[config.mk]
export PLATFORM = sky130hd
export DESIGN_NAME = dram_arb_flat
export DESIGN_NICKNAME = d
export VERILOG_FILES = /design/src/rtl/dram_arb_pkg.sv /design/src/rtl/dram_arb_if.sv /design/src/rtl/dram_arb_rr_arb2.sv /design/src/rtl/dram_arb.sv /design/src/flat_wrapper.sv
export SDC_FILE = /design/constraint.sdc
export NUM_CORES = 1
export LEC_CHECK = 0
export CORE_AREA = 2 2 113 115
export CTS_CLUSTER_DIAMETER = 30
export DETAILED_ROUTE_END_ITERATION = 16
export DIE_AREA = 0 0 115 117
export PLACE_DENSITY = 0.81
export SLEW_MARGIN = 20
export SYNTH_ARGS = -nofsm -noshare
export SYNTH_HDL_FRONTEND = slang
export SYNTH_SLANG_ARGS = --single-unit
[constraint.sdc]
create_clock -name clk_i -period 4.61 [get_ports clk_i]
set_clock_uncertainty 0.05 [all_clocks]
set_input_delay 1.383 -clock clk_i [delete_from_list [all_inputs] [get_ports clk_i]]
set_output_delay 1.383 -clock clk_i [all_outputs]
set_load 0.02 [all_outputs]
[src/rtl/dram_arb_pkg.sv]
// rtl/dram_arb_pkg.sv - shared types and widths for the data-RAM arbiter
// Purpose: grant encoding, the per-port RAM request record and the bus widths
//          used by dram_arb, its requester interface and the rr_arb2 picker.
// Ports:   none (package).
package hxd_arb_pkg;

  localparam int XLEN   = 32;  // data and byte-address width
  localparam int ADDR_W = 14;  // RAM word-address width

  typedef enum logic {
    GNT_P0 = 1'b0,
    GNT_P1 = 1'b1
  } gnt_t;

  typedef struct packed {
    logic            we;
    logic [XLEN-1:0] addr;
    logic [XLEN-1:0] data;
    logic [3:0]      be;
  } ram_req_t;

endpackage

[src/rtl/dram_arb_if.sv]
// rtl/dram_arb_if.sv - one requester port of the data-RAM arbiter
// Purpose: bundles a requester's request channel and its read-response channel.
// Ports:   req_vld/req_we/req_addr/req_data/req_be  request from master
//          req_rdy                                 request accepted (to master)
//          rsp_data/rsp_vld                        read response (to master)
//          rsp_rdy                                 response consumed (from master)
interface dram_arb_if;
  import hxd_arb_pkg::*;

  logic            req_vld;
  logic            req_we;
  logic [XLEN-1:0] req_addr;
  logic [XLEN-1:0] req_data;
  logic [3:0]      req_be;
  logic            req_rdy;
  logic [XLEN-1:0] rsp_data;
  logic            rsp_vld;
  logic            rsp_rdy;

  modport master (
    output req_vld, req_we, req_addr, req_data, req_be, rsp_rdy,
    input  req_rdy, rsp_data, rsp_vld
  );

  modport slave (
    input  req_vld, req_we, req_addr, req_data, req_be, rsp_rdy,
    output req_rdy, rsp_data, rsp_vld
  );

endinterface

[src/rtl/dram_arb_rr_arb2.sv]
// rtl/dram_arb_rr_arb2.sv - two-way round-robin picker
// Purpose: picks at most one of two eligible requesters; on contention the
//          port that did not win last time is granted.
// Ports:   eligible[1:0]  per-port eligibility
//          last_gnt       port granted by the most recent accepted request
//          grant[1:0]     one-hot (or zero) grant
module rr_arb2
  import hxd_arb_pkg::*;
(
  input  logic [1:0] eligible,
  input  gnt_t       last_gnt,
  output logic [1:0] grant
);

  always_comb begin
    grant = 2'b00;
    case (eligible)
      2'b01:   grant = 2'b01;
      2'b10:   grant = 2'b10;
      2'b11:   grant = (last_gnt == GNT_P1) ? 2'b01 : 2'b10;
      default: grant = 2'b00;
    endcase
  end

endmodule

[src/rtl/dram_arb.sv]
// rtl/dram_arb.sv - round-robin arbiter for the single data-RAM port
// Purpose: sequences word reads/writes from the hxd32 data port (p0) and the
//          debug/loader master (p1) onto one RAM port; read data returns to
//          the issuing port through a 1-entry response buffer per port.
// Ports:   clk_i, rst_i     clock, asynchronous active-high reset
//          p0, p1           requester ports (dram_arb_if.slave)
//          ram_en_o         RAM access strobe
//          ram_we_o         RAM byte write enables (0 = read)
//          ram_addr_o       RAM word address
//          ram_wr_data_o    RAM write data
//          ram_rd_data_i    RAM read data, valid one cycle after ram_en_o
module dram_arb
  import hxd_arb_pkg::*;
(
  input  logic              clk_i,
  input  logic              rst_i,
  dram_arb_if.slave         p0,
  dram_arb_if.slave         p1,
  output logic              ram_en_o,
  output logic [3:0]        ram_we_o,
  output logic [ADDR_W-1:0] ram_addr_o,
  output logic [XLEN-1:0]   ram_wr_data_o,
  input  logic [XLEN-1:0]   ram_rd_data_i
);

  logic [1:0]            req_vld;
  logic [1:0]            req_we;
  logic [1:0]            rsp_rdy;
  ram_req_t              req0;
  ram_req_t              req1;
  ram_req_t              req_sel;

  logic [1:0]            pend_q;
  logic [1:0]            rsp_vld_q;
  logic [1:0][XLEN-1:0]  rsp_data_q;
  logic                  infl_vld_q;
  gnt_t                  infl_own_q;
  gnt_t                  last_gnt_q;

  logic [1:0]            slot_free;
  logic [1:0]            eligible;
  logic [1:0]            grant_raw;
  logic [1:0]            grant;
  logic [1:0]            rd_acc;
  logic [1:0]            rsp_hs;
  logic [1:0]            capture;
  logic                  accept;
  logic                  unused_addr_bits;

  assign req_vld = {p1.req_vld, p0.req_vld};
  assign req_we  = {p1.req_we,  p0.req_we};
  assign rsp_rdy = {p1.rsp_rdy, p0.rsp_rdy};
  assign req0    = '{we: p0.req_we, addr: p0.req_addr, data: p0.req_data, be: p0.req_be};
  assign req1    = '{we: p1.req_we, addr: p1.req_addr, data: p1.req_data, be: p1.req_be};

  // A response slot frees up in the very cycle its response is consumed, so a
  // new read can be accepted in the handshake cycle. Writes never need a slot.
  assign rsp_hs    = rsp_vld_q & rsp_rdy;
  assign slot_free = ~pend_q | rsp_hs;
  assign eligible  = req_vld & (req_we | slot_free);

  rr_arb2 u_rr_arb2 (
    .eligible (eligible),
    .last_gnt (last_gnt_q),
    .grant    (grant_raw)
  );

  // Nothing may be accepted while reset is held.
  assign grant  = rst_i ? 2'b00 : grant_raw;
  assign accept = |grant;
  assign rd_acc = grant & ~req_we;

  assign req_sel = grant[1] ? req1 : req0;

  always_comb begin
    ram_en_o      = 1'b0;
    ram_we_o      = 4'h0;
    ram_addr_o    = '0;
    ram_wr_data_o = '0;
    if (accept) begin
      ram_en_o      = 1'b1;
      ram_we_o      = req_sel.we ? req_sel.be : 4'h0;
      ram_addr_o    = req_sel.addr[ADDR_W+1:2];
      ram_wr_data_o = req_sel.data;
    end
  end

  assign unused_addr_bits = ^{req_sel.addr[XLEN-1:ADDR_W+2], req_sel.addr[1:0]};

  // The in-flight register marks the cycle in which ram_rd_data_i belongs to
  // a read accepted one cycle earlier; that data lands in the owner's buffer.
  assign capture = infl_vld_q ? ((infl_own_q == GNT_P1) ? 2'b10 : 2'b01) : 2'b00;

  always_ff @(posedge clk_i or posedge rst_i) begin
    if (rst_i) begin
      pend_q     <= 2'b00;
      rsp_vld_q  <= 2'b00;
      rsp_data_q <= '0;
      infl_vld_q <= 1'b0;
      infl_own_q <= GNT_P0;
      last_gnt_q <= GNT_P1;
    end else begin
      if (accept) begin
        last_gnt_q <= grant[1] ? GNT_P1 : GNT_P0;
      end
      infl_vld_q <= |rd_acc;
      infl_own_q <= rd_acc[1] ? GNT_P1 : GNT_P0;
      for (int n = 0; n < 2; n++) begin
        if (rsp_hs[n]) begin
          rsp_vld_q[n] <= 1'b0;
        end
        if (capture[n]) begin
          rsp_vld_q[n]  <= 1'b1;
          rsp_data_q[n] <= ram_rd_data_i;
        end
        // A read accepted in the handshake cycle keeps the slot reserved.
        if (rd_acc[n]) begin
          pend_q[n] <= 1'b1;
        end else if (rsp_hs[n]) begin
          pend_q[n] <= 1'b0;
        end
      end
    end
  end

  assign p0.req_rdy  = grant[0];
  assign p1.req_rdy  = grant[1];
  assign p0.rsp_vld  = rsp_vld_q[0];
  assign p1.rsp_vld  = rsp_vld_q[1];
  assign p0.rsp_data = rsp_data_q[0];
  assign p1.rsp_data = rsp_data_q[1];

endmodule
[src/flat_wrapper.sv]
// flat-port wrapper written by rule: the top's interface ports become plain ports
module dram_arb_flat import hxd_arb_pkg::*;
  (clk_i, rst_i, ram_en_o, ram_we_o, ram_addr_o, ram_wr_data_o, ram_rd_data_i, p0_req_vld, p0_req_we, p0_req_addr, p0_req_data, p0_req_be, p0_rsp_rdy, p0_req_rdy, p0_rsp_data, p0_rsp_vld, p1_req_vld, p1_req_we, p1_req_addr, p1_req_data, p1_req_be, p1_rsp_rdy, p1_req_rdy, p1_rsp_data, p1_rsp_vld);
  dram_arb_if p0_i ();
  dram_arb_if p1_i ();
  input  logic clk_i;
  input  logic rst_i;
  output logic ram_en_o;
  output logic [3:0] ram_we_o;
  output logic [ADDR_W-1:0] ram_addr_o;
  output logic [XLEN-1:0] ram_wr_data_o;
  input  logic [XLEN-1:0] ram_rd_data_i;
  input wire logic [$bits(p0_i.req_vld)-1:0] p0_req_vld;
  input wire logic [$bits(p0_i.req_we)-1:0] p0_req_we;
  input wire logic [$bits(p0_i.req_addr)-1:0] p0_req_addr;
  input wire logic [$bits(p0_i.req_data)-1:0] p0_req_data;
  input wire logic [$bits(p0_i.req_be)-1:0] p0_req_be;
  input wire logic [$bits(p0_i.rsp_rdy)-1:0] p0_rsp_rdy;
  output wire logic [$bits(p0_i.req_rdy)-1:0] p0_req_rdy;
  output wire logic [$bits(p0_i.rsp_data)-1:0] p0_rsp_data;
  output wire logic [$bits(p0_i.rsp_vld)-1:0] p0_rsp_vld;
  input wire logic [$bits(p1_i.req_vld)-1:0] p1_req_vld;
  input wire logic [$bits(p1_i.req_we)-1:0] p1_req_we;
  input wire logic [$bits(p1_i.req_addr)-1:0] p1_req_addr;
  input wire logic [$bits(p1_i.req_data)-1:0] p1_req_data;
  input wire logic [$bits(p1_i.req_be)-1:0] p1_req_be;
  input wire logic [$bits(p1_i.rsp_rdy)-1:0] p1_rsp_rdy;
  output wire logic [$bits(p1_i.req_rdy)-1:0] p1_req_rdy;
  output wire logic [$bits(p1_i.rsp_data)-1:0] p1_rsp_data;
  output wire logic [$bits(p1_i.rsp_vld)-1:0] p1_rsp_vld;
  assign p0_i.req_vld = p0_req_vld;
  assign p0_i.req_we = p0_req_we;
  assign p0_i.req_addr = p0_req_addr;
  assign p0_i.req_data = p0_req_data;
  assign p0_i.req_be = p0_req_be;
  assign p0_i.rsp_rdy = p0_rsp_rdy;
  assign p0_req_rdy = p0_i.req_rdy;
  assign p0_rsp_data = p0_i.rsp_data;
  assign p0_rsp_vld = p0_i.rsp_vld;
  assign p1_i.req_vld = p1_req_vld;
  assign p1_i.req_we = p1_req_we;
  assign p1_i.req_addr = p1_req_addr;
  assign p1_i.req_data = p1_req_data;
  assign p1_i.req_be = p1_req_be;
  assign p1_i.rsp_rdy = p1_rsp_rdy;
  assign p1_req_rdy = p1_i.req_rdy;
  assign p1_rsp_data = p1_i.rsp_data;
  assign p1_rsp_vld = p1_i.rsp_vld;
  dram_arb u_core (.clk_i(clk_i), .rst_i(rst_i), .p0(p0_i), .p1(p1_i), .ram_en_o(ram_en_o), .ram_we_o(ram_we_o), .ram_addr_o(ram_addr_o), .ram_wr_data_o(ram_wr_data_o), .ram_rd_data_i(ram_rd_data_i));
endmodule
==> results.txt, run 1 <==
In this run the critical register-to-register path is launched from u_core.infl_own_q$_DFF_PP0_. The multiplexer share of the synthesized area came out at 22.2%. The filler-free cell count of the finished design is 656. The tree is rooted in a sky130_fd_sc_hd__clkbuf_16. The weighted congestion reported at the end of routability-driven placement came out at 0.787. The hold violation count in the final report is 0. Of all nets on the critical path, the largest fanout is 20. The met3 track demand over resource in global routing came out at 6.18%.

The library cells used most frequently in the layout, excluding fill and tap cells, are sky130_fd_sc_hd__clkdlybuf4s50_1 (205), sky130_fd_sc_hd__dfrtp_1 (70), sky130_fd_sc_hd__mux2_2 (64). TritonCTS built the clock tree. In this design, the largest share of critical-path delay is due to buffers and inverters. The synthesized design contains 71 register bits.

The total via count in the routed design came out at 3090. Traced cell by cell, the critical path runs through clkdlybuf4s50_1 > a21bo_1 > buf_4 > or2_1 > nand3_2 > inv_4 > buf_12 > a22o_1 > clkdlybuf4s15_1. The register cell area after layout is 0.00178 sq mm.

The delay contributed by the slowest stage of the critical path is 420 ps. The die height came out at 117 um. The latest clock arrival within the worst-skew pair came out at 320 ps. For the pin with the worst max-slew slack, the measured transition is 871 ps. The number of DRC markers in iteration 0 is 71. The number of ports placed on the die boundary is 295. The total wire length came out at 11500 um. The fmax came out at 0.220 GHz.

The global-route met1 utilization is 17.2%. In this run the most used layer during global routing was met2. The most frequent standard cell in the layout excluding fill and tap cells is sky130_fd_sc_hd__clkdlybuf4s50_1. The flow ran to the end, and the final reports show no timing, DRC or antenna violations. The floorplan die area is 0.0135 sq mm. The total setup buffers inserted after CTS came out at 0. Setup violations remaining at the end of the flow were counted as 0. The deepest clock path buffer count is 2. The average vias per placed instance is 4.71.

Summing the sequential cell areas from Yosys gives 54.9% of the chip area. The number of filler instances in the final layout came out at 1086. The cell area after technology mapping is 0.00324 sq mm. The count of TritonRoute iterations in the first routing pass came out at 4. In the synthesized netlist the dominant register cell turns out to be sky130_fd_sc_hd__dfrtp_1. The core utilization of the finished layout is 50.2%. The initial cell density of the core is 26.3%. The count of distinct cell types in the synthesized netlist is 23. The kind of critical path is input port to primary output. The via count of the first global-routing pass is 3088. The die extent in x is 115 um. By area, the combinational part of the netlist is dominated by multiplexers. The area share of and/or/nand/nor cells after synthesis is 2.51%. The xor and xnor fraction of the mapped netlist area came out at 0%. The number of buffer cells added on primary ports is 258.

Global routing consumed, on the met2 layer, 28.3% of the routing resources. The compound-gate portion of the synthesized area is 15.8%. Along the worst hold path, the cell count comes to 1. The startpoint identified for the worst hold timing path is u_core.p0.rsp_data[15]$_DFFE_PP0P_. The number of levels in the clock H-tree is 3.

The post-route netlist has 30.4% of its cells at a drive strength greater than 1. The average instance in the mapped netlist occupies 14.0 sq um. Detailed placement ended at an HPWL of 8740 um. The multi-input combinational cells in the finished layout cover a total of 0.00132 sq mm. The global-route wire length before repair is 16300 um. The remaining design rule violation count is 0. The critical path launch point type is an input port. The clock transition at the registers of the reported paths came out at 50 ps. In this run the critical register-to-register path is captured at u_core.p1.rsp_data[30]$_DFFE_PP0P_. The repair_antennas step left the layout with diodes totalling 0. On the critical path, the stage with the largest delay is an instance of sky130_fd_sc_hd__clkdlybuf4s50_1. The worst path needs 4550 ps of the cycle, external delays included. The worst endpoint data arrival time came out at 3120 ps. The sum of overflow across all layers after global routing is 0.

In the final design database the tool counted 678 nets. The critical path capture point type is a primary output. The leakage power figure came out at 0.00269 uW. The total buffers and inverters traversed by the critical path came out at 5.

The worst reg2reg path depth came out at 2. The relative slew slack came out at 41.8%. The final number of max-transition violations came out at 0. Entering global routing, the biggest net connects 41 pins. Setup repair after global routing could not meet its margin everywhere. The number of warnings printed during yosys synthesis is 0. The share of the cycle needed by the critical path after routing is 98.7%.

The number of enable-type register cells in the synthesized netlist came out at 0. The worst reg-to-reg setup slack came out at 2950 ps. The initial antenna violation count came to 0. The number of cell rows came out at 41.

Across the run, the number of max-cap violations was 0. The number of buffers inserted during clock tree synthesis came out at 9. After detailed routing, the average wire length per cell comes to 17.6 um. The post-synth net total is 407. At the worst endpoint, the required time is 3180 ps. After synthesis, the share of flip-flops with an asynchronous set or reset is 100%. The signed area change from the synthesized netlist to the final layout is 90.5%. Counting tap cells, the placed design contains a total of 639 instances. The worst voltage drop across the vdd grid is 0.283 mV. The gate count of the mapped netlist came out at 231. The tree built by TritonCTS fans out to 71 sinks. The power density normalized to cell area is 514 mW/mm^2.

The aggregate global-route resource usage came out at 15.8%. The remaining antenna violation count after routing is 0. The path with the worst hold slack has its endpoint at u_core.p0.rsp_data[15]$_DFFE_PP0P_.

For this design, the CTS-stage hold fixing added 0 buffers. The adder-cell share of the synthesized area is 0%. The core footprint is 0.0123 sq mm. In this run the worst hold path is classified as flop to flop.
## worst max path at each step
stage	slack, ps	from	depth (start not counted)	to
floorplan	690	p0_rsp_rdy	6	ram_addr_o[10]
finish	60	p1_rsp_rdy	9	ram_wr_data_o[30]
global route	-60	p0_rsp_rdy	8	ram_wr_data_o[30]
CTS	0.6	p0_rsp_rdy	8	ram_wr_data_o[15]
detailed placement	-370	p1_rsp_rdy	8	ram_wr_data_o[0]
global placement	-290	p0_rsp_rdy	8	ram_wr_data_o[10]
## cell type report
cell class / count / area share [%]
repair buffers: 277 / 41.4
flip-flops and latches: 71 / 28.8
multi-input cells: 138 / 21.4
clock buffers: 13 / 4.38
well taps: 150 / 3.04
clock inverters: 2 / 0.628
inverters: 5 / 0.344
## Yosys cell counts (2+ instances only)
master | n | area (sq um)
sky130_fd_sc_hd__a22o_1 | 50 | 438
sky130_fd_sc_hd__inv_2 | 2 | 7.51
sky130_fd_sc_hd__buf_1 | 2 | 7.51
sky130_fd_sc_hd__o21ai_0 | 4 | 20.0
sky130_fd_sc_hd__inv_1 | 3 | 11.3
sky130_fd_sc_hd__or2_1 | 2 | 12.5
sky130_fd_sc_hd__buf_2 | 6 | 30.0
sky130_fd_sc_hd__nand3_2 | 2 | 20.0
sky130_fd_sc_hd__nand2_1 | 2 | 7.51
sky130_fd_sc_hd__buf_6 | 8 | 90.1
sky130_fd_sc_hd__a21bo_1 | 2 | 20.0
sky130_fd_sc_hd__mux2_2 | 64 | 721
sky130_fd_sc_hd__nor2b_1 | 4 | 25.0
sky130_fd_sc_hd__dfrtp_1 | 70 | 1750
sky130_fd_sc_hd__and3_1 | 2 | 12.5
## stage by stage
stage               total power, uW  instance area (sq um)  setup TNS (ps)  hold WS (ps)  setup slack, ps
floorplan                      1710                   3240               0           461              691
global placement               2480                   6050          -12190           437             -287
detailed placement             2520                   6050          -14850           443             -366
CTS                            3220                   6360               0           457            0.572
global route                   3330                   6170           -62.5           469            -62.5
finish                         3170                   6170               0           452             60.9
## repair_timing
action                     CTS  global route
setup endpoints to repair   51            49
gates resized for setup    104            57
gates cloned                 0             1
## flip-flops by register name, indices dropped and copies added, names as in the netlist
name / flops
u_core.infl_vld_q: 1
u_core.pend_q: 2
u_core.infl_own_q: 1
u_core.last_gnt_q: 1
u_core.p1.rsp_data: 32
u_core.rsp_vld_q: 2
u_core.p0.rsp_data: 32
## cells by family (layout without fill, tap and decap cells)
group                  after synthesis  count (layout)
AO/OA/AOI/OAI                       61              61
multiplexers                        64              64
buffers and inverters               22             297
flip-flops                          71              71
AND/OR/NAND/NOR                     13              13
## per-layer routing
| layer | vias to the layer above | routed length, um |
|---|---|---|
| li1 | 1415 | - |
| met1 | 1508 | 4230 |
| met2 | 152 | 5920 |
| met3 | 15 | 1140 |
| met4 | 0 | 244 |
| met5 | - | 0 |
## where the power goes
part	switching (uW)	internal, uW	leakage [uW]
clock network	249	461	0.000152
registers	123	869	0.000834
logic	680	789	0.00171
total	1050	2120	0.00269
(Power assumes the default switching activity.)
==> run 2: changes to the inputs <==
--- a/config.mk
+++ b/config.mk
@@ -5,12 +5,14 @@
 export SDC_FILE = /design/constraint.sdc
 export NUM_CORES = 1
 export LEC_CHECK = 0
-export CORE_AREA = 2 2 113 115
+export CORE_AREA = 5 5 110 112
 export CTS_CLUSTER_DIAMETER = 30
 export DETAILED_ROUTE_END_ITERATION = 16
 export DIE_AREA = 0 0 115 117
-export PLACE_DENSITY = 0.81
+export PLACE_DENSITY = 0.88
+export REMOVE_ABC_BUFFERS = 1
 export SLEW_MARGIN = 20
 export SYNTH_ARGS = -nofsm -noshare
 export SYNTH_HDL_FRONTEND = slang
+export SYNTH_HIERARCHICAL = 1
 export SYNTH_SLANG_ARGS = --single-unit
==> run 2 against run 1 <==
First-iteration DRC count up 7.0%. Synthesized cell count up 1.7%. Maximum frequency up 0.36%. Die area unchanged. Worst setup slack better by 17 ps. Flip-flop and latch count unchanged. Combinational power about the same. Sequential share of layout area down 0.19 points. Sequential power down 0.6%. Critical endpoint is now ram_wr_data_o[19]. Largest cell class unchanged.
==> results.txt, run 2 <==
The post-layout net count is 682 (+0.59%). The number of hold buffers added after CTS came out at 0 (unchanged). STA classifies the critical path endpoint as a primary output. The number of cell rows was 39 (-4.9%). The global-route wire length before repair came out at 17800 um (+9.5%). The tightest min-delay check is of the flop to flop type.

Leaving out fill and tap cells, the most frequent cell in the layout is sky130_fd_sc_hd__clkdlybuf4s50_1. The final-report setup violation count is 0 (unchanged). The register bit count reported by yosys is 71 (unchanged). The post-layout minimum cycle time is 4530 ps (-16.5 ps). The share of the cycle needed by the critical path after routing is 98.3% (-0.36 points). The critical path is of the input port to primary output type. The die extent in x came out at 115 um (unchanged).

The relative slew slack came out at 39.1% (-2.7 points). The total wire length came out at 12200 um (+5.9%). The clock transition at the registers of the reported paths came to 50 ps (about the same). The endpoint identified for the worst register-to-register timing path is u_core/pend_q[0]$_DFFE_PP0P_. The portion of synthesized cell area occupied by the leading cell type came to 53.9% (-0.19 points). The largest net degree at the start of global routing came to 49 (+20%). The weighted congestion reported at the end of routability-driven placement is 0.831 (+5.6%). The floorplan die area is 0.0135 sq mm (unchanged).

The initial antenna violation count came out at 0 (unchanged). The cell that appears most often on the critical path is sky130_fd_sc_hd__buf_6. The delay contributed by the slowest stage of the critical path came to 240 ps (-180 ps). The proportion of layout cells with a drive suffix above 1 is 30.9% (+0.47 points). The sum of overflow across all layers after global routing came out at 0 (unchanged).

The gate count of the mapped netlist is 235 (+1.7%). The number of levels in the clock H-tree came out at 3 (unchanged). From synthesis to final layout, the design area changed by 91.1%. The initial cell density of the core was 29.2% (+2.9 points). The number of placed cells counting well taps is 631 (-1.3%). The average vias per placed instance is 4.72 (+0.21%).

The remaining antenna violation count after routing came out at 0 (unchanged). The startpoint identified for the worst register-to-register timing path is u_core/rsp_vld_q[1]$_DFFE_PP0P_. The number of warnings printed during yosys synthesis came out at 6 (+6). Routed signal wires occupy layers up through met4. The total buffers and inverters traversed by the critical path was 5 (unchanged). The leakage power figure came out at 0.00274 uW (+1.6%). The biggest area consumer among synthesized cells is sky130_fd_sc_hd__dfrtp_1. The number of DRC markers in iteration 0 is 76 (+7.0%).

The number of buffers inserted during clock tree synthesis is 9 (unchanged). The antenna diode count came out at 0 (unchanged). The latest clock arrival within the worst-skew pair came out at 320 ps (about the same). TritonCTS built the clock tree. The count of distinct cell types in the synthesized netlist came out at 25 (+8.7%). The flow ran to the end, and the final reports show no timing, DRC or antenna violations. The average instance area after synthesis is 13.8 sq um (-1.4%).

The worst voltage drop across the vdd grid is 0.327 mV (+16%). The critical path goes through dlygate4sd2_1 > a21bo_2 > o21a_1 > a21boi_2 > nor3b_4 > buf_6 > buf_6 > buf_16 > a22o_4 > buf_6. The number of enable-type register cells in the synthesized netlist came out at 0 (unchanged). The count of cell instances traversed by the critical path came out at 10 (+1). The most used flip-flop cell after synthesis is sky130_fd_sc_hd__dfrtp_1. For this design, the slowest cell found on the critical path is sky130_fd_sc_hd__dlygate4sd2_1.

The wire length on met1 is 4030 um (-4.6%). The worst endpoint data arrival time is 3100 ps (-20 ps). The highest fanout seen on the critical path came out at 5 (-75%).

The share of synthesized registers carrying an async set or reset was 100% (unchanged). The wire length per cell came out at 18.8 um (+6.7%). The hold violation count in the final report came to 0 (unchanged).

The core utilization of the finished layout is 55.9% (+5.7 points). The source of the critical timing path is p0_rsp_rdy. The number of maximum-capacitance violations came out at 0 (unchanged). The amount of wire on met3 after detailed routing came out at 1140 um (-0.70%). The die height came out at 117 um (unchanged). The root buffer cell is sky130_fd_sc_hd__clkbuf_16.

The number of buffer cells added on primary ports came out at 258 (unchanged). Counting instances in the post-synthesis netlist gives the leading cell types as sky130_fd_sc_hd__dfrtp_1 (70), sky130_fd_sc_hd__mux2_2 (64), sky130_fd_sc_hd__a22o_1 (46). The total via count in the routed design came to 3073 (-0.55%).

The required time of the worst setup path is 3180 ps (about the same). The met2 wire length is 6700 um (+13%). Among all cell types in the netlist, the one instantiated most often is sky130_fd_sc_hd__dfrtp_1.

The worst reg-to-reg setup slack came out at 2970 ps (+20 ps). The deepest clock path buffer count is 2 (unchanged). The aggregate global-route resource usage is 17.4% (+1.7 points).

After synthesis, the cell types taking the most area are sky130_fd_sc_hd__dfrtp_1 (54%), sky130_fd_sc_hd__mux2_2 (22%), sky130_fd_sc_hd__a22o_1 (12%). The remaining design rule violation count came out at 0 (unchanged). The cell area after technology mapping came to 0.00325 sq mm (+0.35%). On the critical path the largest part of the delay comes from compound AO/OA/AOI/OAI gates. The count of TritonRoute iterations in the first routing pass came to 5 (+1). The fmax came out at 0.221 GHz (+0.36%). The worst reg2reg path depth came out at 7 (+5).

The final number of max-transition violations is 0 (unchanged). In the layout the commonest cells are sky130_fd_sc_hd__clkdlybuf4s50_1 (201), sky130_fd_sc_hd__dfrtp_1 (70), sky130_fd_sc_hd__mux2_2 (64). The core footprint was 0.0111 sq mm (-9.6%). The power density normalized to cell area is 488 mW/mm^2 (-4.9%). The number of ports placed on the die boundary came out at 295 (unchanged). The critical path ends at ram_wr_data_o[19]. The half-perimeter wire length after placement came to 9780 um (+12%). The filler-free cell count of the finished design is 651 (-0.76%). STA classifies the critical path startpoint as an input port.

The total number of clock tree sinks is 71 (unchanged). The transition at the pin with the smallest max-transition slack came out at 913 ps (+42.1 ps). The post-synthesis sequential area ratio is 54.7% (-0.19 points).

The via count of the first global-routing pass is 3345 (+8.3%).
[run 2: cell families after synthesis]
| logic type | synth area share [%] |
|---|---|
| flops | 54.7 |
| buf+inv | 4.42 |
| simple gates | 1.92 |
| mux | 23.4 |
| compound gates | 15.6 |
[run 2: where the power goes]
part	internal [uW]	switching (uW)	total (uW)	leakage, uW
Clock	367	221	587	0.000127
Combinational	785	676	1460	0.00178
Sequential	861	125	986	0.000832
[run 2: per-layer routing]
| layer | global-route usage (%) | vias up |
|---|---|---|
| met5 | 0 | - |
| met4 | 7.04 | 0 |
| met3 | 6.17 | 27 |
| met2 | 33.5 | 165 |
| met1 | 16.8 | 1462 |
| li1 | - | 1419 |
[run 2: what timing repair did]
| item | in CTS | in global routing |
|---|---|---|
| pin swaps | 5 | 6 |
| gates cloned | 3 | 0 |
| hold endpoints to repair | 0 | 0 |
| setup buffers | 4 | 0 |
| gates resized for setup | 190 | 16 |
| setup endpoints to repair | 53 | 44 |
[run 2: area by class of cell]
type | count | area [sq um]
Clock buffer | 11 | 243
Tap cell | 143 | 179
Multi-Input combinational cell | 140 | 1380
Clock inverter | 2 | 10.0
Fill cell | 955 | 4910
Inverter | 6 | 22.5
Sequential cell | 71 | 1780
Timing Repair Buffer | 278 | 2600
[run 2: worst min-delay path by stage]
stage                                       startpoint                                  to  cells past startpoint
finish              u_core/p0.rsp_data[15]$_DFFE_PP0P_  u_core/p0.rsp_data[15]$_DFFE_PP0P_                      1
global route         u_core/p1.rsp_data[1]$_DFFE_PP0P_   u_core/p1.rsp_data[1]$_DFFE_PP0P_                      1
CTS                  u_core/p1.rsp_data[5]$_DFFE_PP0P_   u_core/p1.rsp_data[5]$_DFFE_PP0P_                      1
detailed placement  u_core/p0.rsp_data[15]$_DFFE_PP0P_  u_core/p0.rsp_data[15]$_DFFE_PP0P_                      1
global placement    u_core/p0.rsp_data[15]$_DFFE_PP0P_  u_core/p0.rsp_data[15]$_DFFE_PP0P_                      1
floorplan                u_core/last_gnt_q$_DFFE_PP1P_       u_core/last_gnt_q$_DFFE_PP1P_                      1
[run 2: stage by stage]
| step | total power [uW] | setup TNS, ps | worst slack (ps) | hold WS (ps) | cell area (sq um) |
|---|---|---|---|---|---|
| floorplan | 1650 | -90240 | -1960 | 449 | 3130 |
| global placement | 2420 | -26980 | -607 | 437 | 6010 |
| detailed placement | 2470 | -32050 | -697 | 442 | 6010 |
| CTS | 3080 | 0 | 7.44 | 453 | 6230 |
| global route | 3180 | -2.96 | -2.96 | 463 | 6210 |
| finish | 3030 | 0 | 77.5 | 452 | 6210 |
[run 2: worst register-to-register path, cell delays in order, from the launching register on]
cell	delay [ps]
sky130_fd_sc_hd__dfrtp_1	400
sky130_fd_sc_hd__a21bo_2	210
sky130_fd_sc_hd__o21a_1	200
sky130_fd_sc_hd__a21boi_2	170
sky130_fd_sc_hd__buf_4	160
sky130_fd_sc_hd__nand2b_1	80
sky130_fd_sc_hd__buf_4	150
sky130_fd_sc_hd__o21ai_0	150
